$ cat config.mk
export PLATFORM = sky130hd
export DESIGN_NAME = bp_io_cmd_scheduler
export DESIGN_NICKNAME = d
export VERILOG_FILES = /design/src/rtl/bp_io_cmd_scheduler.sv
export SDC_FILE = /design/constraint.sdc
export NUM_CORES = 1
export LEC_CHECK = 0
export CAP_MARGIN = 20
export CELL_PAD_IN_SITES_DETAIL_PLACEMENT = 1
export CELL_PAD_IN_SITES_GLOBAL_PLACEMENT = 1
export CORE_AREA = 10 10 257 259
export CTS_CLUSTER_SIZE = 16
export DETAILED_ROUTE_END_ITERATION = 7
export DIE_AREA = 0 0 267 269
export GPL_TIMING_DRIVEN = 0
export PLACE_DENSITY = 0.57
export SYNTH_ARGS = -nofsm -noshare
export SYNTH_HDL_FRONTEND = slang
export SYNTH_SLANG_ARGS = --single-unit
$ cat constraint.sdc
create_clock -name clk_i -period 4.75 [get_ports clk_i]
set_input_delay 0.95 -clock clk_i [delete_from_list [all_inputs] [get_ports clk_i]]
set_output_delay 0.95 -clock clk_i [all_outputs]
set_load 0.03 [all_outputs]
$ cat src/rtl/bp_io_cmd_scheduler.sv
// Round-robin IO command scheduler with an outstanding-credit limit and an in-order requester-ID FIFO.
// Define BP_IO_CMD_SCHED_PERF_EN to enable the credit-stall performance counter on stall_cycles_o.
module bp_io_cmd_scheduler #(
    parameter int num_req_p     = 2,
    parameter int msg_width_p   = 128,
    parameter int max_credits_p = 16,
    localparam int lg_num_req_lp   = (num_req_p > 1) ? $clog2(num_req_p) : 1,
    localparam int credit_width_lp = $clog2(max_credits_p + 1),
    localparam int ptr_width_lp    = (max_credits_p > 1) ? $clog2(max_credits_p) : 1
) (
    input  logic                             clk_i,
    input  logic                             reset_i,
    input  logic [num_req_p*msg_width_p-1:0] cmd_i,
    input  logic [num_req_p-1:0]             cmd_v_i,
    output logic [num_req_p-1:0]             cmd_yumi_o,
    output logic [msg_width_p-1:0]           io_cmd_o,
    output logic                             io_cmd_v_o,
    input  logic                             io_cmd_ready_i,
    input  logic [msg_width_p-1:0]           io_resp_i,
    input  logic                             io_resp_v_i,
    output logic                             io_resp_yumi_o,
    output logic [msg_width_p-1:0]           resp_o,
    output logic [num_req_p-1:0]             resp_v_o,
    input  logic [num_req_p-1:0]             resp_ready_i,
    output logic                             credits_empty_o,
    output logic                             err_o,
    output logic [31:0]                      stall_cycles_o
);

    logic [lg_num_req_lp-1:0]   rr_q, rr_d;
    logic [credit_width_lp-1:0] count_q, count_d;
    logic [ptr_width_lp-1:0]    wptr_q, wptr_d;
    logic [ptr_width_lp-1:0]    rptr_q, rptr_d;
    logic [lg_num_req_lp-1:0]   tag_mem_q [max_credits_p];
    logic [lg_num_req_lp-1:0]   tag_mem_d [max_credits_p];
    logic                       err_q, err_d;

    logic                       any_v_s;
    logic                       credit_avail_s;
    logic                       fifo_empty_s;
    logic                       send_s;
    logic                       resp_fire_s;
    logic                       orphan_s;
    logic [lg_num_req_lp-1:0]   winner_s;
    logic [lg_num_req_lp-1:0]   head_s;
    logic                       head_ready_s;

    assign any_v_s        = |cmd_v_i;
    assign credit_avail_s = (count_q < credit_width_lp'(max_credits_p));
    assign fifo_empty_s   = (count_q == '0);
    assign head_s         = tag_mem_q[rptr_q];

    // Round-robin search starting at the pointer; the first valid requester wins.
    always_comb begin
        int   sum_v;
        int   idx_v;
        logic found_v;
        winner_s = '0;
        found_v  = 1'b0;
        for (int i = 0; i < num_req_p; i++) begin
            sum_v    = int'(rr_q) + i;
            idx_v    = (sum_v >= num_req_p) ? (sum_v - num_req_p) : sum_v;
            winner_s = (cmd_v_i[idx_v] && !found_v) ? idx_v[lg_num_req_lp-1:0] : winner_s;
            found_v  = found_v | cmd_v_i[idx_v];
        end
    end

    // Command channel: outputs held low while reset is asserted, never gated by ready.
    always_comb begin
        io_cmd_o   = cmd_i[int'(winner_s)*msg_width_p +: msg_width_p];
        io_cmd_v_o = ~reset_i & any_v_s & credit_avail_s;
        send_s     = io_cmd_v_o & io_cmd_ready_i;
        for (int r = 0; r < num_req_p; r++) begin
            cmd_yumi_o[r] = send_s & (winner_s == lg_num_req_lp'(r));
        end
    end

    // Response steering to the FIFO head; orphans are dropped with yumi.
    always_comb begin
        head_ready_s = 1'b0;
        for (int r = 0; r < num_req_p; r++) begin
            head_ready_s = head_ready_s | (resp_ready_i[r] & (head_s == lg_num_req_lp'(r)));
        end
        resp_fire_s    = ~reset_i & io_resp_v_i & ~fifo_empty_s & head_ready_s;
        orphan_s       = ~reset_i & io_resp_v_i & fifo_empty_s;
        io_resp_yumi_o = resp_fire_s | orphan_s;
        resp_o         = io_resp_i;
        for (int r = 0; r < num_req_p; r++) begin
            resp_v_o[r] = ~reset_i & io_resp_v_i & ~fifo_empty_s & (head_s == lg_num_req_lp'(r));
        end
    end

    // Next-state for pointer, credit count, tag FIFO and sticky error.
    always_comb begin
        rr_d   = send_s ? ((winner_s == lg_num_req_lp'(num_req_p - 1)) ? '0 : winner_s + lg_num_req_lp'(1)) : rr_q;
        wptr_d = send_s ? ((wptr_q == ptr_width_lp'(max_credits_p - 1)) ? '0 : wptr_q + ptr_width_lp'(1)) : wptr_q;
        rptr_d = resp_fire_s ? ((rptr_q == ptr_width_lp'(max_credits_p - 1)) ? '0 : rptr_q + ptr_width_lp'(1)) : rptr_q;
        for (int k = 0; k < max_credits_p; k++) begin
            tag_mem_d[k] = (send_s && (wptr_q == ptr_width_lp'(k))) ? winner_s : tag_mem_q[k];
        end
        case ({send_s, resp_fire_s})
            2'b10:   count_d = count_q + credit_width_lp'(1);
            2'b01:   count_d = count_q - credit_width_lp'(1);
            default: count_d = count_q;
        endcase
        err_d = err_q | orphan_s;
    end

    // State registers.
    always_ff @(posedge clk_i or posedge reset_i) begin
        if (reset_i) begin
            rr_q    <= '0;
            count_q <= '0;
            wptr_q  <= '0;
            rptr_q  <= '0;
            err_q   <= 1'b0;
            for (int k = 0; k < max_credits_p; k++) begin
                tag_mem_q[k] <= '0;
            end
        end else begin
            rr_q    <= rr_d;
            count_q <= count_d;
            wptr_q  <= wptr_d;
            rptr_q  <= rptr_d;
            err_q   <= err_d;
            for (int k = 0; k < max_credits_p; k++) begin
                tag_mem_q[k] <= tag_mem_d[k];
            end
        end
    end

    assign credits_empty_o = fifo_empty_s;
    assign err_o           = err_q;

`ifdef BP_IO_CMD_SCHED_PERF_EN
    logic [31:0] stall_q, stall_d;

    // Saturating count of cycles where a command waits only on credits.
    always_comb begin
        stall_d = (any_v_s && !credit_avail_s && !(&stall_q)) ? stall_q + 32'd1 : stall_q;
    end

    // Stall counter register.
    always_ff @(posedge clk_i or posedge reset_i) begin
        if (reset_i) begin
            stall_q <= 32'd0;
        end else begin
            stall_q <= stall_d;
        end
    end

    assign stall_cycles_o = stall_q;
`else
    assign stall_cycles_o = 32'd0;
`endif

endmodule

; Word level (Yosys, flattened, before mapping)
; Index checks and enable logic that the tools add are counted.
[classes]
shift = 1
n_reduce_logical = 22
n_addsub = 8
order_cmp = 6
muxes = 17
bitwise_logic = 21
n_eq_ne = 18
[ops]
columns = operator, n
row1 = variable part select 256 x 9 -> 128 bit, 1
row2 = "less-than comparator 32 x 3 -> 1 bit, second input constant", 2
row3 = 2-to-1 mux 32 bit, 2
row4 = "equality test 4 bit, second input constant", 9
row5 = logical AND 1 bit, 17
row6 = "equality test 4 x 3 -> 1 bit, second input constant", 4
row7 = bitwise AND 1 bit, 13
row8 = 2-to-1 mux 1 bit, 11
row9 = case mux 5 bit (2 select lines), 1
row10 = "adder 4 x 1 -> 4 bit, second input constant", 2
row11 = "equality test 4 x 2 -> 1 bit, second input constant", 2
row12 = 2-to-1 mux 4 bit, 2
row13 = "adder 5 x 1 -> 5 bit, second input constant", 1
row14 = "greater-or-equal comparator 5 bit, second input constant", 1
row15 = logical NOT 5 bit, 1
row16 = "less-than comparator 5 bit, second input constant", 1
row17 = inverter 4 -> 5 bit, 1
row18 = "subtractor 5 x 1 -> 5 bit, second input constant", 1
row19 = binary-select mux 1 bit (select 4 bit), 1
row20 = "equality test 4 x 1 -> 1 bit, second input constant", 1
row21 = logical NOT 4 bit, 1
row22 = inverter 1 bit, 4
row23 = OR 1 bit, 3
row24 = "subtractor 1 x 2 -> 3 bit, second input constant", 1
row25 = 10 further kinds, 10
[word_totals]
in_bits = 392
reg_bits = 31

; Logic depth before layout (Yosys ltp)
[logic_depth]
word_depth = 10
depth_mapped = 13
ltp_nobuf = 12

; Worst setup path before layout
; Ideal clock, no wire load.
[synth_path]
kind = input to register
start = input reset_i
end = register count_q[4]
setup_ns = 0.079
path_slack_ns = 1.122
stages = 11
n_path_buf = 0
arrival_ns = 3.549
cell_sequence = inv_1 -> nand3_1 -> nor2_2 -> ha_1 -> inv_1 -> fa_1 -> nor2b_1 -> o21ai_0 -> and3_1 -> nor3_1 -> xor2_1
[synth_via]
elab_chain_len = 6
elab_cells_between_ends = 11
classes_between = eq/ne: 2 / mux: 1 / bitwise: 7 / reduce/logical: 1
[synth_lines]
columns = element, line
row1 = start: declaration, 12  ; input logic reset_i,
row2 = inverter 1 bit *, 84  ; resp_fire_s = ~reset_i & io_resp_v_i & ~fifo_empty_s & head_ready_s;
row3 = bitwise AND 1 bit * (3 in series), 84
row4 = named net resp_fire_s, 42  ; logic resp_fire_s;
row5 = equality test 2 x 1 -> 1 bit or equality test 2 bit (tied branches), 101  ; case ({send_s, resp_fire_s})
row6 = case mux 5 bit (2 select lines) or nonzero test 2 bit (tied branches), -
row7 = end signal: assignment, 122  ; count_q <= count_d;
row8 = end: declaration, 31  ; logic [credit_width_lp-1:0] count_q, count_d;
; The timed path passes the listed nets; every way through them passes the cells marked *.
; A chain may end at the register's enable or synchronous reset.

; Worst setup path in the final report
[layout_path]
start = input cmd_v_i[1]
end = output io_cmd_o[59]
[layout_via]
elab_chain_len = 7
elab_cells_between_ends = 11
classes_between = shift: 1 / mux: 8 / reduce/logical: 2
[layout_lines]
columns = element, line
row1 = start: declaration, 14  ; input logic [num_req_p-1:0] cmd_v_i,
row2 = 2-to-1 mux 1 bit (implied by the code) (3 in series), "63, 64"
row3 = logical NOT 1 bit, 63  ; winner_s = (cmd_v_i[idx_v] && !found_v) ? idx_v[lg_num_req_lp-1:0] : winner_s;
row4 = logical AND 1 bit, 63
row5 = 2-to-1 mux 1 bit *, 63
row6 = variable part select 256 x 9 -> 128 bit *, 70  ; io_cmd_o = cmd_i[int'(winner_s)*msg_width_p +: msg_width_p];
row7 = end: declaration, 16  ; output logic [msg_width_p-1:0] io_cmd_o,
; Every way passes the cells marked *; elsewhere a longest branch is shown, timed or not. The select of a mux whose other input is x is not followed.

==> impl_metrics.tcl <==
set metrics [dict create \
    cts_tree "built" \
    ant_nets 0 \
    grt_usage_pct 8.846 \
    core_um2 61030 \
    fmax_mhz 219.3 \
    ir_drop_uv 128.3 \
    clk_path_buf_depth 2 \
    hold_class "flip-flop to flip-flop" \
    path_cells "clkdlybuf4s50_1 > a21boi_0 > clkbuf_2 > clkbuf_1 > mux2_2 > clkdlybuf4s50_1" \
    ys_ff_latch 31 \
    drtIter0Drc 83 \
    initial_core_util_pct 7.235 \
    die_area_um2 71820 \
    drc 0 \
    status "finished clean" \
    io_buffers 527 \
    num_rows 91 \
    drtPass1Iterations 4 \
    vias_per_cell 2.904 \
    power.internal_w 0.001654 \
    wl_per_cell_um 19.24 \
    fp.dieW_um 267 \
    grt_start_max_net_pins 18 \
    cap_violations 0 \
    clk_pin_slew_worst_paths_ns 0.05 \
    synth_edf_count 0 \
    crit_fanout 10 \
    min_period_ns 4.559 \
    p_leak_nw 4.430 \
    crit_path_top_delay_cell "clkdlybuf4s50_1" \
    p_sw_share_pct 42.73 \
    worst_slew_pin_slew_ns 0.8172 \
    hold_slack_ns 0.4861 \
    power_density_nw_per_um2 261.7 \
    fin_crit_sh_pct 95.99 \
    switchingPower_w 0.001234 \
    cts_sinks 31 \
    clock_latency_ns 0.28 \
    io_pins 688 \
    final_max_slew_viol_count 0 \
    dp_hpwl_um 32460 \
    cp_top_family "buffers and inverters" \
    synth.distinct_cells 36 \
    cp_num_buf_inv 4 \
    cp.arrival_ns 3.61 \
    crit_required_ns 3.80 \
    grt_pass1_wl_um 46640 \
    pwr-share-clk_pct 13.0 \
    cts_max_level 2 \
    grt_pass1_vias 6308 \
    worstSetupPathType "input pin to output pin" \
    final_layout_size_suffix_gt1_share_pct 32.62 \
    cts-root-buf "clkbuf_16" \
    crit_path_end_kind "output pin" \
    syn_inst 456 \
    synth_most_common_cell "buf_4" \
    rsz0062_at_grt "false" \
    start_kind "input pin" \
    yosys-top-cells-count "buf_4 (160), mux2_2 (144), dfrtp_1 (31)" \
    fin_nets 1425 \
    slew_headroom_pct 45.40 \
    crit_top_cell "clkdlybuf4s50_1" \
    yosys-top-cells-area "mux2_2 (37%), buf_4 (27%), dfrtp_1 (18%)" \
    finalClockSkew_ns 0.004860 \
    ys.flop_type "dfrtp_1" \
    post-route-util_pct 18.08 \
    setup_viol 0 \
    synth_warnings 0 \
    p_seq_share_pct 15.8 \
    grt.overflow.total 0 \
    critPathMaxStageDelay_ns 0.61 \
    async_flop_share_pct 100.0 \
    avgSynthCellArea_um2 9.683 \
    vias 5270 \
    ys_seq_area_share_pct 17.57 \
    die_h_um 269 \
    cts_setup_buffers 0 \
    p_comb_share_pct 71.2 \
    synth.largest_area_cell "mux2_2" \
    routabilityCongestion 0.9415 \
    netlist.area_leader.share_pct 36.72 \
    syn2layout_area_growth_pct 149.9 \
    syn_area_um2 4415 \
    hold_viol 0 \
    wl_um 34930 \
    cts_buffers 5 \
    antenna_found_initial 2 \
]
-- repair_timing --
action                     in CTS  in global routing
resized for setup              10                  9
setup endpoints to repair     102                 24
hold buffers                    0                  0
-- through the flow --
step / worst slack, ns / instance area (um2) / total power, W / TNS, ns / std cells
3_3_place_gp: -0.7069 / 10800 / 0.002504 / -50.95 / 1804
3_5_place_dp: -0.3828 / 10840 / 0.002538 / -7.578 / 1806
2_1_floorplan: 1.122 / 4532 / 0.001653 / 0 / 487
4_1_cts: 0.008265 / 11020 / 0.002936 / 0 / 1814
5_1_grt: 0.03119 / 11030 / 0.003074 / 0 / 1814
6_report: 0.1906 / 11030 / 0.002887 / 0 / 1815
-- path summary, 6_finish.rpt --
path	from	end	slack [ns]	depth (start not counted)
setup / recovery	cmd_v_i[1]	io_cmd_o[59]	0.19	6
hold / removal	err_o$_DFF_PP0_	err_o$_DFF_PP0_	0.49	1
setup reg to reg	rptr_q[3]$_DFFE_PP0P_	count_q[4]$_DFFE_PP0P_	0.87	13
hold reg to reg	err_o$_DFF_PP0_	err_o$_DFF_PP0_	0.49	1
max in group asynchronous	reset_i	rr_q$_DFFE_PP0P_	3.04	3
min in group asynchronous	reset_i	err_o$_DFF_PP0_	1.17	2
-- layer usage --
| layer | track usage, % | up-vias | wire length, um |
|---|---|---|---|
| met2 | 15.88 | 256 | 18160 |
| met3 | 3.419 | 18 | 3051 |
| met4 | 0.9980 | 2 | 294 |
| met5 | 0 | - | 13 |
| met1 | 10.03 | 2498 | 13410 |
| li1 | - | 2496 | - |
-- area by class of cell --
cell class                      count  area, um2
Clock inverter                      2      35.03
Fill cell                        7182      49990
Multi-Input combinational cell    265       2431
Antenna cell                        1      2.502
Sequential cell                    31      775.7
Tap cell                          790      988.4
Clock buffer                        6      138.9
Inverter                           11      41.29
Buffer                            180       1301
Timing Repair Buffer              529       5320
-- flip-flops by register name (all words and copies together), names as in the netlist --
name	cells
count_q	5
err_o	1
rptr_q	4
rr_q	1
tag_mem_q	16
wptr_q	4
-- kinds of logic after synthesis --
family	count (synthesis)	synth area share, %
xor+xnor	6	1.190
buf+inv	191	30.01
mux	153	40.69
other cells	1	0.08493
fa+ha+maj	10	3.004
compound gates	19	2.635
simple gates	45	4.817
flops	31	17.57
-- layout by cell type (no fill, tap or decap), types with 3 or more instances in the layout --
cell type / instances
clkdlybuf4s50_1: 526
buf_4: 160
mux2_2: 144
conb_1: 32
dfrtp_1: 31
nand2_1: 23
clkbuf_2: 14
inv_1: 11
ha_1: 9
o21ai_0: 7
clkbuf_1: 5
a21oi_1: 5
clkbuf_16: 5
xor2_1: 4
nor2_1: 4
nor3_1: 3
nor3b_1: 3
nand3_1: 3
mux4_2: 3
-- power by group through the flow --
| stage | Sequential (W) | Combinational [W] | Clock (W) |
|---|---|---|---|
| global route | 0.000475 | 0.00220 | 0.000401 |
| finish | 0.000456 | 0.00205 | 0.000377 |
| detailed placement | 0.000460 | 0.00208 | 0 |
| CTS | 0.000458 | 0.00209 | 0.000388 |
| global placement | 0.000455 | 0.00205 | 0 |
| floorplan | 0.000439 | 0.00121 | 0 |
(Power assumes the default switching activity.)
